**config.mk**
```make
export PLATFORM = sky130hd
export DESIGN_NAME = median_scan_ctrl
export DESIGN_NICKNAME = d
export VERILOG_FILES = /design/src/rtl/median_pkg.sv /design/src/rtl/median_addr_gen.sv /design/src/rtl/median_scan_ctrl.sv
export SDC_FILE = /design/constraint.sdc
export NUM_CORES = 1
export LEC_CHECK = 0
export ABC_AREA = 1
export BUFFER_PORTS_ARGS = -buffer_cell sky130_fd_sc_hd__clkbuf_2
export CAP_MARGIN = 15
export CORE_AREA = 8 8 109 111
export DETAILED_ROUTE_END_ITERATION = 7
export DIE_AREA = 0 0 117 119
export PLACE_DENSITY = 0.83
export SLEW_MARGIN = 30
export SYNTH_ARGS = -nofsm -noshare
export SYNTH_HDL_FRONTEND = slang
export SYNTH_SLANG_ARGS = --single-unit
```
**constraint.sdc**
```tcl
create_clock -name clk -period 5.41 [get_ports clk]
set_clock_uncertainty 0.2 [all_clocks]
set_input_delay 0.2705 -clock clk [delete_from_list [all_inputs] [get_ports clk]]
set_output_delay 0.2705 -clock clk [all_outputs]
set_load 0.005 [all_outputs]
```
**src/rtl/median_pkg.sv**
```systemverilog
// Shared types and constants for the 3x3 median scan controller.
// The interior test is shared by the FSM and the address generator so both agree on border handling.
package median_pkg;

    localparam int PIX_W    = 8;
    localparam int WIN_TAPS = 9;

    typedef enum logic [2:0] {
        IDLE,
        FETCH,
        ISSUE,
        WAIT,
        WRITE,
        DONE
    } state_t;

    // A pixel is interior when its full 3x3 neighbourhood lies inside the image.
    function automatic logic is_interior(input int row, input int col,
                                         input int width, input int height);
        return (row >= 1) && (row <= height - 2) && (col >= 1) && (col <= width - 2);
    endfunction

endpackage

```
**src/rtl/median_addr_gen.sv**
```systemverilog
// Maps (row, col, tap) to a source-image word address.
// Interior pixels walk the 3x3 window row-major; border pixels always read the pixel itself.
module median_addr_gen
    import median_pkg::*;
#(
    parameter int IMG_W  = 8,
    parameter int IMG_H  = 8,
    parameter int ADDR_W = 7,
    parameter int ROW_W  = 3,
    parameter int COL_W  = 3
)(
    input  logic [ROW_W-1:0]  row,
    input  logic [COL_W-1:0]  col,
    input  logic [3:0]        tap,
    output logic [ADDR_W-1:0] addr
);

    logic [1:0]        tap_row;
    logic [1:0]        tap_col;
    logic [ADDR_W-1:0] eff_row;
    logic [ADDR_W-1:0] eff_col;

    // Out-of-range tap indices fall back to the centre tap so the address stays inside the image.
    always_comb begin
        tap_row = 2'd1;
        tap_col = 2'd1;
        if (tap < 4'd9) begin
            tap_row = 2'(tap / 4'd3);
            tap_col = 2'(tap % 4'd3);
        end

        if (is_interior(int'(row), int'(col), IMG_W, IMG_H)) begin
            eff_row = ADDR_W'(row) + ADDR_W'(tap_row) - ADDR_W'(1);
            eff_col = ADDR_W'(col) + ADDR_W'(tap_col) - ADDR_W'(1);
        end else begin
            eff_row = ADDR_W'(row);
            eff_col = ADDR_W'(col);
        end

        addr = eff_row * ADDR_W'(IMG_W) + eff_col;
    end

endmodule

```
**src/rtl/median_scan_ctrl.sv**
```systemverilog
// Row-major scan controller: gathers 3x3 windows for interior pixels, hands them to an
// external median unit, and writes each result (or the untouched border pixel) to the output image.
module median_scan_ctrl
    import median_pkg::*;
#(
    parameter int IMG_W    = 8,
    parameter int IMG_H    = 8,
    parameter int OUT_BASE = 64,
    parameter int ADDR_W   = 7
)(
    input  logic                      clk,
    input  logic                      rst_n,
    input  logic                      start,
    output logic                      busy,
    output logic                      done,
    output logic                      rd_en,
    output logic [ADDR_W-1:0]         rd_addr,
    input  logic [PIX_W-1:0]          rd_data,
    output logic                      win_valid,
    input  logic                      win_ready,
    output logic [WIN_TAPS*PIX_W-1:0] win_data,
    input  logic                      med_valid,
    input  logic [PIX_W-1:0]          med_data,
    output logic                      wr_en,
    output logic [ADDR_W-1:0]         wr_addr,
    output logic [PIX_W-1:0]          wr_data
);

    localparam int ROW_W = $clog2(IMG_H);
    localparam int COL_W = $clog2(IMG_W);

    state_t                              state;
    logic [ROW_W-1:0]                    row;
    logic [COL_W-1:0]                    col;
    logic [ROW_W-1:0]                    nxt_row;
    logic [COL_W-1:0]                    nxt_col;
    logic [3:0]                          fetch_cnt;
    logic [WIN_TAPS-1:0][PIX_W-1:0]      taps;
    logic                                last_col;
    logic                                last_row;
    logic                                interior;
    logic [ADDR_W-1:0]                   out_addr;
    logic [ROW_W-1:0]                    ag_row;
    logic [COL_W-1:0]                    ag_col;
    logic [3:0]                          ag_tap;
    logic [ADDR_W-1:0]                   ag_addr;

    assign win_data = taps;

    // rd_addr is registered, so the generator is fed the coordinates of the read issued next cycle.
    always_comb begin
        last_col = (col == COL_W'(IMG_W - 1));
        last_row = (row == ROW_W'(IMG_H - 1));
        nxt_col  = last_col ? '0 : col + COL_W'(1);
        nxt_row  = last_col ? row + ROW_W'(1) : row;
        interior = is_interior(int'(row), int'(col), IMG_W, IMG_H);
        out_addr = ADDR_W'(OUT_BASE) + ADDR_W'(row) * ADDR_W'(IMG_W) + ADDR_W'(col);

        ag_row = row;
        ag_col = col;
        ag_tap = '0;
        case (state)
            IDLE: begin
                ag_row = '0;
                ag_col = '0;
            end
            FETCH: ag_tap = fetch_cnt + 4'd1;
            WRITE: begin
                ag_row = nxt_row;
                ag_col = nxt_col;
            end
            default: ;
        endcase
    end

    median_addr_gen #(
        .IMG_W  (IMG_W),
        .IMG_H  (IMG_H),
        .ADDR_W (ADDR_W),
        .ROW_W  (ROW_W),
        .COL_W  (COL_W)
    ) u_addr_gen (
        .row  (ag_row),
        .col  (ag_col),
        .tap  (ag_tap),
        .addr (ag_addr)
    );

    always_ff @(posedge clk or negedge rst_n) begin
        if (!rst_n) begin
            state     <= IDLE;
            row       <= '0;
            col       <= '0;
            fetch_cnt <= '0;
            taps      <= '0;
            busy      <= 1'b0;
            done      <= 1'b0;
            rd_en     <= 1'b0;
            rd_addr   <= '0;
            win_valid <= 1'b0;
            wr_en     <= 1'b0;
            wr_addr   <= '0;
            wr_data   <= '0;
        end else begin
            case (state)
                IDLE: begin
                    if (start) begin
                        row       <= '0;
                        col       <= '0;
                        fetch_cnt <= '0;
                        busy      <= 1'b1;
                        rd_en     <= 1'b1;
                        rd_addr   <= ag_addr;
                        state     <= FETCH;
                    end
                end

                // fetch_cnt counts FETCH cycles; data for tap k arrives while fetch_cnt == k+1.
                FETCH: begin
                    fetch_cnt <= fetch_cnt + 4'd1;
                    for (int i = 0; i < WIN_TAPS; i++) begin
                        if (fetch_cnt == 4'(i + 1)) begin
                            taps[i] <= rd_data;
                        end
                    end
                    if (!interior) begin
                        rd_en <= 1'b0;
                        if (fetch_cnt == 4'd1) begin
                            wr_en   <= 1'b1;
                            wr_addr <= out_addr;
                            wr_data <= rd_data;
                            state   <= WRITE;
                        end
                    end else begin
                        rd_en <= (fetch_cnt < 4'd8);
                        if (fetch_cnt < 4'd8) begin
                            rd_addr <= ag_addr;
                        end
                        if (fetch_cnt == 4'd9) begin
                            win_valid <= 1'b1;
                            state     <= ISSUE;
                        end
                    end
                end

                ISSUE: begin
                    if (win_ready) begin
                        win_valid <= 1'b0;
                        state     <= WAIT;
                    end
                end

                WAIT: begin
                    if (med_valid) begin
                        wr_en   <= 1'b1;
                        wr_addr <= out_addr;
                        wr_data <= med_data;
                        state   <= WRITE;
                    end
                end

                WRITE: begin
                    wr_en <= 1'b0;
                    col   <= nxt_col;
                    row   <= nxt_row;
                    if (last_col && last_row) begin
                        busy  <= 1'b0;
                        done  <= 1'b1;
                        state <= DONE;
                    end else begin
                        fetch_cnt <= '0;
                        rd_en     <= 1'b1;
                        rd_addr   <= ag_addr;
                        state     <= FETCH;
                    end
                end

                DONE: begin
                    done  <= 1'b0;
                    state <= IDLE;
                end

                default: state <= IDLE;
            endcase
        end
    end

endmodule
```
==> impl_metrics.tcl, run 1 <==
set metrics [dict create \
    power_density_nw_per_um2 517 \
    synth_top_area_share 0.519 \
    setup_ws_ns 0.383 \
    place_congestion 0.924 \
    syn-num-nets 672 \
    num-nets-final 797 \
    antenna_cells 0 \
    path_clk_slew_ns 0.11 \
    drive_above_1_share 0.222 \
    crit_fanout 10 \
    most-common-layout-cells "140 x nand2_1, 118 x clkbuf_2, 111 x dfrtp_1, 73 x nor2_1, 61 x o21ai_0" \
    portBuffers 119 \
    die_height_um 119 \
    drv_slew 0 \
    dieArea_um2 13900 \
    critPathKind "reg -> reg" \
    ys_ff_latch 112 \
    clockBufferDepth 2 \
    htree_levels 3 \
    vdd_drop_max_v 0.000302 \
    hpwl_um 10200 \
    synth_area_per_cell_um2 8.68 \
    clkLatencyLatePin_ns 0.37 \
    ant_nets 0 \
    internal-power_mw 1.97 \
    numCtsBuffers 9 \
    critPathMostFrequentCell "ha_1" \
    p_switching_mw 1.36 \
    max_freq_mhz 199 \
    min-delay-start "med_data[5]" \
    grt_usage 0.205 \
    pin_count 120 \
    die_w_um 117 \
    grt-ovfl-total 0 \
    worst_pin_slew_ns 0.894 \
    wirelength_um 13900 \
    min_period_ns 5.03 \
    rsz0062_at_grt "false" \
    yosys.area.top_type "dfrtp_1" \
    tns_ns 0 \
    synthCells 622 \
    sequentialPowerShare 0.406 \
    synth.distinct_cells 42 \
    synth.cell_area_um2 5400 \
    final_cells 888 \
    synthToLayoutAreaGrowth_pct 19.0 \
    reg2reg_from "state[2]$_DFFE_PN0P_" \
    slew_headroom 0.400 \
    cts-root-buf "clkbuf_8" \
    grt_pass1_vias 4818 \
    post-place-ws_ns 0.392 \
    routedWlPerCell_um 15.6 \
    cp.arrival_ns 5.10 \
    cts_sinks 112 \
    cp.required_ns 5.48 \
    max_cap_violations 0 \
    p_leak_nw 3.23 \
    grt_antenna_before_repair 0 \
    synthTopCellsByArea "dfrtp_1 52%, nand2_1 9.7%, ha_1 6.0%" \
    outcome "finished clean" \
    cts_tree "yes" \
    vias 4706 \
    setup_viol 0 \
    period_share 0.929 \
    cp-start-kind "flop" \
    final_common_cell "nand2_1" \
    placed_cells 864 \
    hold_viol 0 \
    coreArea_um2 10100 \
    grt_max_degree 68 \
    crit_family "adder cells" \
    start_util 0.535 \
    cpMaxStageDelayCell "dfrtp_2" \
    yosys_warnings 0 \
    min_path_type "in -> reg" \
    combPwrFrac 0.424 \
    worstSetupStartpoint "state[2]$_DFFE_PN0P_" \
    rows 37 \
    cp_num_buf_inv 6 \
    drt_iter0_drc 336 \
    clockPowerShare 0.170 \
    vias_per_cell 5.30 \
    yosysSeqAreaShare 0.519 \
    dr.pass1.iters 4 \
    drc 0 \
    critPathMaxStageDelay_ns 0.49 \
    swShare 0.408 \
    end_kind "flop" \
    grt_pass1_wl_um 22900 \
]
## cells in the mapped netlist
master / count
nor3_2: 5
and3_4: 1
inv_4: 2
o221ai_1: 1
o211ai_1: 1
inv_2: 6
a21oi_2: 1
fa_1: 3
a31oi_1: 2
nor2_2: 1
a32oi_1: 1
nand2_1: 140
o21a_1: 1
buf_4: 1
a21oi_1: 46
clkinv_1: 8
nand3b_1: 1
or2_2: 1
a32o_1: 1
o31ai_1: 1
nor3_1: 1
ha_1: 26
nor2_1: 73
a21o_1: 1
or2_1: 1
inv_1: 49
xor2_1: 1
nand3_4: 2
xnor2_1: 2
o21ai_1: 19
nor2_4: 3
o21ai_0: 61
nand3_1: 24
o21ai_2: 1
clkbuf_1: 5
nand2_2: 5
dfrtp_1: 112
nand3_2: 1
nand4_1: 2
buf_2: 7
a22o_1: 1
buf_6: 1
## flip-flops by register name, summed over array words and instances, names as in the netlist
| register | cells |
|---|---|
| rd_addr | 7 |
| busy | 1 |
| state | 3 |
| wr_addr | 7 |
| fetch_cnt | 4 |
| row | 3 |
| col | 3 |
| done | 1 |
| win_valid | 1 |
| win_data | 72 |
| rd_en | 1 |
| wr_data | 8 |
| wr_en | 1 |
## power by group through the flow
stage	sequential, mW	clock (mW)	combinational, mW
6_report	1.35	0.566	1.41
5_1_grt	1.38	0.603	1.61
4_1_cts	1.34	0.572	1.41
3_5_place_dp	1.35	0	1.41
3_3_place_gp	1.33	0	1.34
2_1_floorplan	1.34	0	0.855
## final timing paths
check,to,cells after the start,slack (ns)
min in group asynchronous,wr_addr[4]$_DFFE_PN0P_,2,0.34
worst min register to register,rd_addr[4]$_DFFE_PN0P_,2,0.29
max in group asynchronous,state[2]$_DFFE_PN0P_,3,3.53
worst max register to register,rd_addr[5]$_DFFE_PN0P_,28,0.38
worst min-delay path,wr_data[5]$_DFFE_PN0P_,3,0.02
worst max-delay path,rd_addr[5]$_DFFE_PN0P_,28,0.38
## timing repair
item,4_1_cts,5_1_grt
hold buffers,8,0
hold endpoints to repair,73,0
setup buffers,0,0
gates resized for setup,0,3
endpoints found under the setup margin,0,3
## stage by stage
stage | utilization | total power, mW | cell area [um2] | hold WS [ns]
after detailed placement | 0.605 | 2.76 | 6100 | 0.228
after global routing | 0.636 | 3.59 | 6420 | 0.0395
after global placement | 0.605 | 2.67 | 6100 | 0.204
final | 0.636 | 3.32 | 6420 | 0.0164
after CTS | 0.635 | 3.33 | 6410 | 0.0265
after floorplan | - | 2.20 | 5400 | -0.225
## kinds of logic (layout without fill, tap and decap cells)
logic type      after synthesis  after routing  share of synthesized area
simple gates                261            261                      0.210
compound gates              138            138                      0.135
flops                       112            112                      0.519
buf+inv                      79            209                     0.0596
fa+ha+maj                    29             29                     0.0714
xor+xnor                      3              3                    0.00487
## layout make-up
type | instances | area [um2]
clock buffer | 9 | 124
clock inverter | 7 | 101
fill | 870 | 3670
inverter | 65 | 251
multi-input combinational | 431 | 2280
sequential | 112 | 2800
tap | 136 | 170
timing repair buffer | 128 | 686
## metal layers
metal / vias up / global-route usage / routed length [um]
li1: 2260 / - / -
met5: - / 0 / 0
met3: 24 / 0.0672 / 1260
met1: 2249 / 0.249 / 5650
met2: 173 / 0.338 / 6700
met4: 0 / 0.0649 / 242
## worst min-delay path, cell delays in order
cell,delay (ns)
clkbuf_2,0.07
o21ai_0,0.07
o21ai_1,0.13
No activity file was read; power rests on OpenSTA's default activity.
==> run 2, diff against run 1 <==
==> constraint.sdc (replaced) <==
create_clock -name clk -period 5.41 [get_ports clk]
set_clock_uncertainty 0.2 [all_clocks]
set_input_delay 1.623 -clock clk [delete_from_list [all_inputs] [get_ports clk]]
set_output_delay 1.623 -clock clk [all_outputs]
set_load 0.005 [all_outputs]
==> run 2 against run 1 <==
Effect of this change:
- cell area is 1.6% lower
- critical path type unchanged
- critical path depth stayed put
- utilization is 0.99 points lower
- register-to-register slack better by 0.05 ns
- clock power is 11% lower
- wire length is 1.0% lower
- global-route usage is 0.39 points higher
- clock-buffer cell count is 2 higher
==> impl_metrics.tcl, run 2 (synthesized netlist as in run 1, its figures left out) <==
set metrics [dict create \
    dr.pass1.iters 5 \
    grt_max_degree 42 \
    slew_headroom 0.402 \
    wirelength_um 13700 \
    worst_hold_slack_ns 0.287 \
    max_freq_mhz 201 \
    setup_viol 0 \
    pin_count 120 \
    antenna_cells 0 \
    drc 0 \
    p_leak_nw 3.19 \
    final_common_cell "nand2_1" \
    post-place-ws_ns 0.381 \
    drive_above_1_share 0.226 \
    synthToLayoutAreaGrowth_pct 17.1 \
    cts-root-buf "clkbuf_8" \
    total_power_mw 3.25 \
    clockBufferDepth 2 \
    drt_iter0_drc 331 \
    htree_levels 3 \
    routedWlPerCell_um 15.6 \
    rsz0062_at_grt "false" \
    portBuffers 119 \
    grt_usage 0.209 \
    cts_tree "yes" \
    largest_reg_flops 72 \
    tns_ns 0 \
    min_period_ns 4.98 \
    grt_pass1_vias 4808 \
    grt_antenna_before_repair 0 \
    path_clk_slew_ns 0.10 \
    numCtsBuffers 9 \
    place_congestion 0.902 \
    vias 4591 \
    most-common-layout-cells "140 x nand2_1, 118 x clkbuf_2, 111 x dfrtp_1, 73 x nor2_1, 61 x o21ai_0" \
    start_util 0.535 \
    period_share 0.921 \
    hold_viol 0 \
    die_height_um 119 \
    cpMaxStageDelayCell "dfrtp_1" \
    cts_sinks 112 \
    cp.required_ns 5.49 \
    critPathMostFrequentCell "ha_1" \
    dieArea_um2 13900 \
    hpwl_um 10400 \
    die_w_um 117 \
    placed_cells 865 \
    rows 37 \
    setup_ws_ns 0.429 \
    num-nets-final 790 \
    grt-ovfl-total 0 \
    max_cap_violations 0 \
    drv_slew 0 \
    vias_per_cell 5.21 \
    power_density_nw_per_um2 514 \
    grt_pass1_wl_um 23000 \
    crit_fanout 10 \
    vdd_drop_max_v 0.000337 \
    worst_pin_slew_ns 0.892 \
    fillers 897 \
    ant_nets 0 \
    end_kind "flop" \
    clkLatencyLatePin_ns 0.39 \
    critPathMaxStageDelay_ns 0.45 \
    critPathKind "reg -> reg" \
    cp.arrival_ns 5.06 \
    cp-start-kind "flop" \
    final_cells 881 \
    ctsHoldBuffers 0 \
    min_path_type "reg -> reg" \
    outcome "finished clean" \
    coreArea_um2 10100 \
]
[run 2: changes by cell type in the layout (fill, tap and decap cells not counted), sizes merged]
cell,delta
dlygate4sd3,-8
bufinv,-2
clkbuf,+2
buf,+1
clkinv,+1
inv,-1
[run 2: through the flow]
| step | instance area, um2 | util |
|---|---|---|
| finish | 6320 | 0.626 |
| global route | 6320 | 0.626 |
| CTS | 6310 | 0.625 |
| detailed placement | 6110 | 0.605 |
| global placement | 6110 | 0.605 |
| floorplan | 5400 | - |
[run 2: final cells by class]
type	count	area, um2	area share
sequential	112	2800	0.444
multi-input combinational	431	2280	0.361
clock inverter	5	47.5	0.00752
inverter	65	251	0.0398
timing repair buffer	121	613	0.0970
tap	136	170	0.0269
clock buffer	11	151	0.0240
[run 2: path summary, 6_finish.rpt]
kind	from	endpoint	slack (ns)	depth (start not counted)
worst min register to register	rd_addr[4]$_DFFE_PN0P_	rd_addr[4]$_DFFE_PN0P_	0.29	2
worst max register to register	state[1]$_DFFE_PN0P_	rd_addr[5]$_DFFE_PN0P_	0.43	28
worst min-delay path	rd_addr[4]$_DFFE_PN0P_	rd_addr[4]$_DFFE_PN0P_	0.29	2
max in group asynchronous	rst_n	fetch_cnt[2]$_DFFE_PN0P_	3.14	2
worst max-delay path	state[1]$_DFFE_PN0P_	rd_addr[5]$_DFFE_PN0P_	0.43	28
min in group asynchronous	rst_n	win_data[2]$_DFFE_PN0P_	1.00	1
[run 2: what timing repair did]
item,CTS,global route
setup endpoints to repair,0,2
setup buffers,0,0
gates resized for setup,0,3
[run 2: metal layers]
layer,vias up,global-route usage,part of all wire
met5,-,0,0
met4,0,0.0849,0.019
met3,21,0.0667,0.080
met2,141,0.351,0.50
met1,2179,0.241,0.40
li1,2250,-,-
[run 2: critical path, delay by kind of cell, from the launching register on]
| family | cells | cell delay [ns] |
|---|---|---|
| AOI/OAI and AO/OA | 3 | 0.34 |
| xor gates and xnor gates | 2 | 0.32 |
| adders and majority gates | 7 | 1.86 |
| buffers and inverters | 6 | 0.66 |
| DFF | 1 | 0.45 |
| and+or+nand+nor | 10 | 1.05 |
[run 2: where the power goes]
group | leakage, nW | switching [mW] | internal [mW]
Clock | 0.0996 | 0.301 | 0.201
Combinational | 1.81 | 0.841 | 0.561
Sequential | 1.27 | 0.204 | 1.14
